[src/rtl/parking_lot_manager.sv]
// -----------------------------------------------------------------------------
// parking_lot_manager
//
// Purpose
//   Tracks university and free-class occupancy of a single parking lot against
//   a time-of-day free-space schedule. Entry and exit gates each run a
//   req/ack handshake and answer every request with an explicit grant or
//   reject. The occupancy and vacancy outputs drive the gate signage and the
//   lot display.
//
// Parameters
//   TOTAL_SPACES     total bays in the lot
//   FREE_CAP_MIN     free-class capacity during the day window
//   FREE_CAP_MAX     free-class capacity outside the day and ramp windows
//   DAY_START_HOUR   first hour of the day window, also the hour after reset
//   RAMP_START_HOUR  first ramp hour (day window ends the hour before)
//   RAMP_HOURS       number of ramp hours
//   RAMP_STEP        free-capacity increment per ramp hour
//   CLOCKS_PER_HOUR  clk cycles per simulated hour
//   CNT_W            counter width, derived from TOTAL_SPACES
//
// Ports
//   clk, rst                      rising-edge clock, async active-high reset
//   entry_req / entry_is_uni      entry request (level) and class of the car
//   exit_req  / exit_is_uni       exit request (level) and class of the car
//   entry_ack / entry_granted     1-cycle decision pulse, 1 = gate opens
//   exit_ack  / exit_granted      1-cycle decision pulse, 0 = count was zero
//   uni_parked / free_parked      cars parked per class
//   uni_vacant / free_vacant      spaces available per class (1-cycle lag)
//   uni_avail  / free_avail       vacancy non-zero flags
//   hour                          current hour 0..23
//   free_cap                      current free-class capacity
// -----------------------------------------------------------------------------
module parking_lot_manager #(
   parameter int TOTAL_SPACES    = 700,
   parameter int FREE_CAP_MIN    = 200,
   parameter int FREE_CAP_MAX    = 500,
   parameter int DAY_START_HOUR  = 8,
   parameter int RAMP_START_HOUR = 13,
   parameter int RAMP_HOURS      = 3,
   parameter int RAMP_STEP       = 50,
   parameter int CLOCKS_PER_HOUR = 100,
   localparam int CNT_W          = $clog2(TOTAL_SPACES + 1)
) (
   input  logic             clk,
   input  logic             rst,
   input  logic             entry_req,
   input  logic             entry_is_uni,
   input  logic             exit_req,
   input  logic             exit_is_uni,
   output logic             entry_ack,
   output logic             entry_granted,
   output logic             exit_ack,
   output logic             exit_granted,
   output logic [CNT_W-1:0] uni_parked,
   output logic [CNT_W-1:0] free_parked,
   output logic [CNT_W-1:0] uni_vacant,
   output logic [CNT_W-1:0] free_vacant,
   output logic             uni_avail,
   output logic             free_avail,
   output logic [4:0]       hour,
   output logic [CNT_W-1:0] free_cap
);

   // ---------------------------------------------------------------------------
   // Constants sized to the registers they are compared with or loaded into
   // ---------------------------------------------------------------------------
   localparam int CYC_W = (CLOCKS_PER_HOUR > 1) ? $clog2(CLOCKS_PER_HOUR) : 1;

   localparam logic [CYC_W-1:0] CYC_LAST   = CYC_W'(CLOCKS_PER_HOUR - 1);
   localparam logic [4:0]       HOUR_LAST  = 5'd23;
   localparam logic [4:0]       DAY_H      = 5'(DAY_START_HOUR);
   localparam logic [4:0]       RAMP_H     = 5'(RAMP_START_HOUR);
   localparam logic [4:0]       RAMP_END_H = 5'(RAMP_START_HOUR + RAMP_HOURS);

   localparam logic [CNT_W-1:0] TOTAL_C    = CNT_W'(TOTAL_SPACES);
   localparam logic [CNT_W-1:0] CAP_MIN_C  = CNT_W'(FREE_CAP_MIN);
   localparam logic [CNT_W-1:0] CAP_MAX_C  = CNT_W'(FREE_CAP_MAX);
   localparam logic [CNT_W-1:0] STEP_C     = CNT_W'(RAMP_STEP);

   typedef enum logic [1:0] {
      S_IDLE,
      S_DECIDE,
      S_ACK,
      S_WAIT_LOW
   } gate_state_t;

   // a - b, clamped at zero instead of wrapping
   function automatic logic [CNT_W-1:0] sat_sub(input logic [CNT_W-1:0] a,
                                                input logic [CNT_W-1:0] b);
      return (a > b) ? (a - b) : '0;
   endfunction

   function automatic logic [CNT_W-1:0] min2(input logic [CNT_W-1:0] a,
                                             input logic [CNT_W-1:0] b);
      return (a < b) ? a : b;
   endfunction

   // ---------------------------------------------------------------------------
   // Registers and wires
   // ---------------------------------------------------------------------------
   logic [CYC_W-1:0] r_cyc;
   logic [4:0]       r_hour;
   logic [CNT_W-1:0] r_free_cap;
   logic [CNT_W-1:0] r_uni_parked;
   logic [CNT_W-1:0] r_free_parked;
   logic [CNT_W-1:0] r_uni_vacant;
   logic [CNT_W-1:0] r_free_vacant;

   gate_state_t      r_entry_state;
   logic             r_entry_uni;
   logic             r_entry_ack;
   logic             r_entry_granted;

   gate_state_t      r_exit_state;
   logic             r_exit_uni;
   logic             r_exit_ack;
   logic             r_exit_granted;

   logic [4:0]       w_ramp_idx;
   logic [CNT_W-1:0] w_free_cap_next;
   logic [CNT_W-1:0] w_uni_cap;
   logic [CNT_W-1:0] w_tot_vac;
   logic [CNT_W-1:0] w_uni_vac;
   logic [CNT_W-1:0] w_free_vac;
   logic             w_entry_grant;
   logic             w_exit_grant;
   logic             w_entry_fire;
   logic             w_exit_fire;
   logic             w_uni_inc;
   logic             w_uni_dec;
   logic             w_free_inc;
   logic             w_free_dec;

   // ---------------------------------------------------------------------------
   // Timebase: cycle counter wraps once per simulated hour, hour wraps 23 -> 0
   // ---------------------------------------------------------------------------
   // NOTE: sequential state is written with <= so every flop samples the values
   // from before the edge, independent of the order of statements.
   always_ff @(posedge clk or posedge rst) begin
      if (rst) begin
         r_cyc  <= '0;
         r_hour <= DAY_H;
      end else if (r_cyc == CYC_LAST) begin
         r_cyc  <= '0;
         r_hour <= (r_hour == HOUR_LAST) ? 5'd0 : r_hour + 5'd1;
      end else begin
         r_cyc  <= r_cyc + CYC_W'(1);
      end
   end

   // ---------------------------------------------------------------------------
   // Free-class capacity schedule, decoded from the current hour
   // ---------------------------------------------------------------------------
   // NOTE: every always_comb output gets a default first so no path leaves it
   // unassigned, which would otherwise infer a latch.
   always_comb begin
      w_free_cap_next = CAP_MAX_C;
      w_ramp_idx      = r_hour - RAMP_H + 5'd1;
      if (r_hour >= DAY_H && r_hour < RAMP_H) begin
         w_free_cap_next = CAP_MIN_C;
      end else if (r_hour >= RAMP_H && r_hour < RAMP_END_H) begin
         w_free_cap_next = CAP_MIN_C + CNT_W'(w_ramp_idx) * STEP_C;
      end
   end

   // ---------------------------------------------------------------------------
   // Vacancy from the current registers. A shrinking capacity can leave a class
   // over its cap; its vacancy then reads zero and no cars are evicted.
   // ---------------------------------------------------------------------------
   always_comb begin
      w_uni_cap  = TOTAL_C - r_free_cap;
      w_tot_vac  = sat_sub(TOTAL_C, r_uni_parked + r_free_parked);
      w_uni_vac  = min2(sat_sub(w_uni_cap,  r_uni_parked),  w_tot_vac);
      w_free_vac = min2(sat_sub(r_free_cap, r_free_parked), w_tot_vac);
   end

   // Entry is judged on pre-exit counts, so a same-cycle exit never makes room
   // for the entry it races with.
   always_comb begin
      w_entry_grant = r_entry_uni ? (w_uni_vac != '0) : (w_free_vac != '0);
      w_exit_grant  = r_exit_uni  ? (r_uni_parked != '0) : (r_free_parked != '0);
      w_entry_fire  = (r_entry_state == S_DECIDE) && w_entry_grant;
      w_exit_fire   = (r_exit_state  == S_DECIDE) && w_exit_grant;
      w_uni_inc     = w_entry_fire &&  r_entry_uni;
      w_free_inc    = w_entry_fire && !r_entry_uni;
      w_uni_dec     = w_exit_fire  &&  r_exit_uni;
      w_free_dec    = w_exit_fire  && !r_exit_uni;
   end

   // ---------------------------------------------------------------------------
   // Occupancy counters; a same-class entry and exit in one cycle net to zero
   // ---------------------------------------------------------------------------
   always_ff @(posedge clk or posedge rst) begin
      if (rst) begin
         r_uni_parked  <= '0;
         r_free_parked <= '0;
      end else begin
         r_uni_parked  <= r_uni_parked  + CNT_W'(w_uni_inc)  - CNT_W'(w_uni_dec);
         r_free_parked <= r_free_parked + CNT_W'(w_free_inc) - CNT_W'(w_free_dec);
      end
   end

   // Schedule and display values, registered one cycle behind their sources
   always_ff @(posedge clk or posedge rst) begin
      if (rst) begin
         r_free_cap    <= CAP_MIN_C;
         r_uni_vacant  <= TOTAL_C - CAP_MIN_C;
         r_free_vacant <= CAP_MIN_C;
      end else begin
         r_free_cap    <= w_free_cap_next;
         r_uni_vacant  <= w_uni_vac;
         r_free_vacant <= w_free_vac;
      end
   end

   // ---------------------------------------------------------------------------
   // Entry gate handshake. WAIT_LOW swallows a held request so each request
   // is counted exactly once.
   // ---------------------------------------------------------------------------
   always_ff @(posedge clk or posedge rst) begin
      if (rst) begin
         r_entry_state   <= S_IDLE;
         r_entry_uni     <= 1'b0;
         r_entry_ack     <= 1'b0;
         r_entry_granted <= 1'b0;
      end else begin
         case (r_entry_state)
            S_IDLE: begin
               if (entry_req) begin
                  r_entry_uni   <= entry_is_uni;
                  r_entry_state <= S_DECIDE;
               end
            end
            S_DECIDE: begin
               r_entry_ack     <= 1'b1;
               r_entry_granted <= w_entry_grant;
               r_entry_state   <= S_ACK;
            end
            S_ACK: begin
               r_entry_ack     <= 1'b0;
               r_entry_granted <= 1'b0;
               r_entry_state   <= S_WAIT_LOW;
            end
            S_WAIT_LOW: begin
               if (!entry_req) r_entry_state <= S_IDLE;
            end
            default: r_entry_state <= S_IDLE;
         endcase
      end
   end

   // ---------------------------------------------------------------------------
   // Exit gate handshake, same sequence; granted only if the class is non-empty
   // ---------------------------------------------------------------------------
   always_ff @(posedge clk or posedge rst) begin
      if (rst) begin
         r_exit_state   <= S_IDLE;
         r_exit_uni     <= 1'b0;
         r_exit_ack     <= 1'b0;
         r_exit_granted <= 1'b0;
      end else begin
         case (r_exit_state)
            S_IDLE: begin
               if (exit_req) begin
                  r_exit_uni   <= exit_is_uni;
                  r_exit_state <= S_DECIDE;
               end
            end
            S_DECIDE: begin
               r_exit_ack     <= 1'b1;
               r_exit_granted <= w_exit_grant;
               r_exit_state   <= S_ACK;
            end
            S_ACK: begin
               r_exit_ack     <= 1'b0;
               r_exit_granted <= 1'b0;
               r_exit_state   <= S_WAIT_LOW;
            end
            S_WAIT_LOW: begin
               if (!exit_req) r_exit_state <= S_IDLE;
            end
            default: r_exit_state <= S_IDLE;
         endcase
      end
   end

   // ---------------------------------------------------------------------------
   // Outputs
   // ---------------------------------------------------------------------------
   assign entry_ack     = r_entry_ack;
   assign entry_granted = r_entry_granted;
   assign exit_ack      = r_exit_ack;
   assign exit_granted  = r_exit_granted;
   assign uni_parked    = r_uni_parked;
   assign free_parked   = r_free_parked;
   assign uni_vacant    = r_uni_vacant;
   assign free_vacant   = r_free_vacant;
   assign uni_avail     = (r_uni_vacant  != '0);
   assign free_avail    = (r_free_vacant != '0);
   assign hour          = r_hour;
   assign free_cap      = r_free_cap;

endmodule

[config.mk]
export PLATFORM = sky130hd
export DESIGN_NAME = parking_lot_manager
export DESIGN_NICKNAME = d
export VERILOG_FILES = /design/src/rtl/parking_lot_manager.sv
export SDC_FILE = /design/constraint.sdc
export NUM_CORES = 1
export LEC_CHECK = 0
export BUFFER_PORTS_ARGS = -buffer_cell sky130_fd_sc_hd__clkbuf_2
export CELL_PAD_IN_SITES_DETAIL_PLACEMENT = 0
export CELL_PAD_IN_SITES_GLOBAL_PLACEMENT = 1
export CORE_MARGIN = 2
export CORE_UTILIZATION = 46
export DETAILED_ROUTE_END_ITERATION = 6
export PLACE_DENSITY_LB_ADDON = 0.05
export SYNTH_ARGS = -nofsm -noshare
export SYNTH_HDL_FRONTEND = slang
export SYNTH_SLANG_ARGS = --single-unit
[constraint.sdc]
create_clock -name clk -period 7.9 [get_ports clk]
set_input_delay 1.975 -clock clk [delete_from_list [all_inputs] [get_ports clk]]
set_output_delay 1.975 -clock clk [all_outputs]
set_load 0.005 [all_outputs]
==> reports/qor.csv <==
metric,value,unit
crit path DAT,7490,ps
clk_skew,8.75,ps
number of H-tree levels,3,
"reg-to-reg slack, setup",680,ps
layout net count,919,
Overall Global Routing Usage,23.8,%
CP Class,flip-flop to flip-flop,
top-area cell type share of the netlist area,22.4,%
fin. max-slew vios,0,
Tightest Hold Check Type,flip-flop to flip-flop,
vias,5449,
drt wl/cell,17.3,µm
Critical R2R Launch,free_parked[0]$_DFF_PP0_,
first-iteration detailed-routing DRC count,327,
Final Non-Filler Cells,984,
CTS resizes,0,
Post-CTS Setup Bufs,0,
"Hold Violations, Final",0,
CTS sink count,71,
drt pass-1 iters,5,
first-pass GRT wire length,27600,µm
asr flop ratio synth,100,%
"count leader, synth",ha_1,
RSZ-0062 raised after global routing,no,
diodes inserted,0,
setup tns final,0,ps
Detail Route Antenna Nets,0,
Max Cap Viol,0,
Placer Congestion,0.953,
Crit path largest cell delay,560,ps
CTS tree,done,
GRT overflow,0,
cell area after synthesis,0.00649,mm²
type of origin of the critical path,flip-flop,
reg-to-reg endpoint,uni_parked[9]$_DFF_PP0_,
slowest CP cell,dfrtp_1,
cell family with most CP delay,compound AO/OA/AOI/OAI gates,
die height,123,µm
FF-to-FF path depth,32,
syn_nets,850,
crit path buf inv count,2,
area growth from synthesis to layout,12.7,%
initial core utilization,47.0,%
Core Area,0.0138,mm²
top post-synthesis cells by count,"ha_1 (108), inv_1 (66), dfrtp_1 (58), nand2_1 (58), nor2_1 (53)",
post-synth cell types,68,
leading area contributor after synthesis,dfrtp_1,
DPL Wire Length,14100,µm
vias in the first global route,5313,
clk_lat worst skew,340,ps
Post-Synthesis Cells,730,
clk buf depth,2,
via density per instance,5.54,
hold endpoint,r_cyc[0]$_DFF_PP0_,
prevailing post-synth register cell,dfrtp_1,
Slew Limit Headroom,39.6,%
DP Cell Count,968,
Peak Freq,0.138,GHz
"Req. time, crit path",8170,ps
yosys warns,0,
clock-pin slew on the worst setup and hold paths,60,ps
final setup vio count,0,
I/O pin count,67,
Hold Crit Depth,1,
Critical Path End Type,flip-flop,
mean post-synth cell area,8.89,µm²
Num CTS Buffers,9,
IO Port Bufs,65,
Tmin final,7220,ps
clock root cell,clkbuf_16,
Tcrit/Tclk final,91.4,%
row cnt,43,
Die ar.,0.0151,mm²
"Max FO, Critical Path",15,
status,"finished, final reports clean",
# hold bufs at CTS,0,
Seq cells post-synth,71,
share of cells above drive strength 1,14.6,%
sequential share of the synthesized area,27.6,%
largest net degree at the start of global routing,72,
Worst Tran Pin Value,906,ps
hold wc startpoint,r_cyc[0]$_DFF_PP0_,
Die Wd,123,µm
drt total wl,17100,µm
initial antenna violation count,0,
number of flops mapped to enable cells by yosys,0,
DRC,0,
top post-synthesis cells by area,"dfrtp_1 (22%), ha_1 (21%), dfstp_2 (5.3%)",
## registers in the layout, summed over array words and instances (netlist names), 2 cells and up
signal,flops
free_vacant,10
uni_vacant,10
free_cap,9
r_exit_state,2
hour,5
free_parked,10
r_entry_state,2
r_cyc,7
uni_parked,10
## routing by layer
| metal | GRT usage, % | share of wire [%] | up-vias |
|---|---|---|---|
| li1 | - | - | 2731 |
| met1 | 33.1 | 48 | 2585 |
| met2 | 38.8 | 46 | 113 |
| met3 | 3.67 | 3.6 | 20 |
| met4 | 5.89 | 1.7 | 0 |
| met5 | 0 | 0 | - |
## cells by family after synthesis
| family | synth area share [%] |
|---|---|
| xor gates and xnor gates | 8.58 |
| and+or+nand+nor | 16.2 |
| adders and majority gates | 22.7 |
| AOI/OAI and AO/OA | 18.4 |
| DFF | 27.6 |
| muxes | 1.60 |
| buffers and inverters | 4.84 |
| other | 0.0578 |
## layout by cell type (no fill, tap or decap), types with 25 or more instances in the layout
cell type  netlist  final
o21ai_0         45     45
xor2_1          27     27
dfrtp_1         58     58
ha_1           108    108
nor2_1          53     53
nand2_1         58     58
a21oi_1         45     45
nand3_1         25     25
xnor2_1         34     34
inv_1           66     65
clkbuf_2         0     65
## how the worst max path moves through the flow
stage / endpoint / cells past startpoint / startpoint
after CTS: uni_parked[9]$_DFF_PP0_ / 32 / free_parked[0]$_DFF_PP0_
after floorplan: uni_parked[9]$_DFF_PP0_ / 33 / free_parked[0]$_DFF_PP0_
after global routing: uni_parked[9]$_DFF_PP0_ / 32 / free_parked[0]$_DFF_PP0_
final: uni_parked[9]$_DFF_PP0_ / 32 / free_parked[0]$_DFF_PP0_
after global placement: uni_parked[9]$_DFF_PP0_ / 32 / free_parked[0]$_DFF_PP0_
after detailed placement: uni_parked[9]$_DFF_PP0_ / 32 / free_parked[0]$_DFF_PP0_
## area by class of cell
class                   count  area, µm²
clock buffers              11        243
clock inverters             5       56.3
fillers                  1342       6510
inverters                  66        248
multi-input cells         582       4400
flip-flops and latches     71       1790
well taps                 180        225
repair buffers             69        355
## metrics by stage
step | util, % | instance area [µm²] | worst slack, ps | hold WS (ps)
detailed placement | 50.7 | 7010 | 591 | 489
finish | 52.9 | 7320 | 680 | 489
CTS | 52.8 | 7310 | 551 | 497
global route | 52.9 | 7320 | 141 | 537
floorplan | - | 6490 | 1700 | 455
global placement | 50.7 | 7010 | 854 | 475
Power is left out: the tool's default activity adds up to more than one toggle a clock period on the data nets, which glitch-free logic cannot reach.
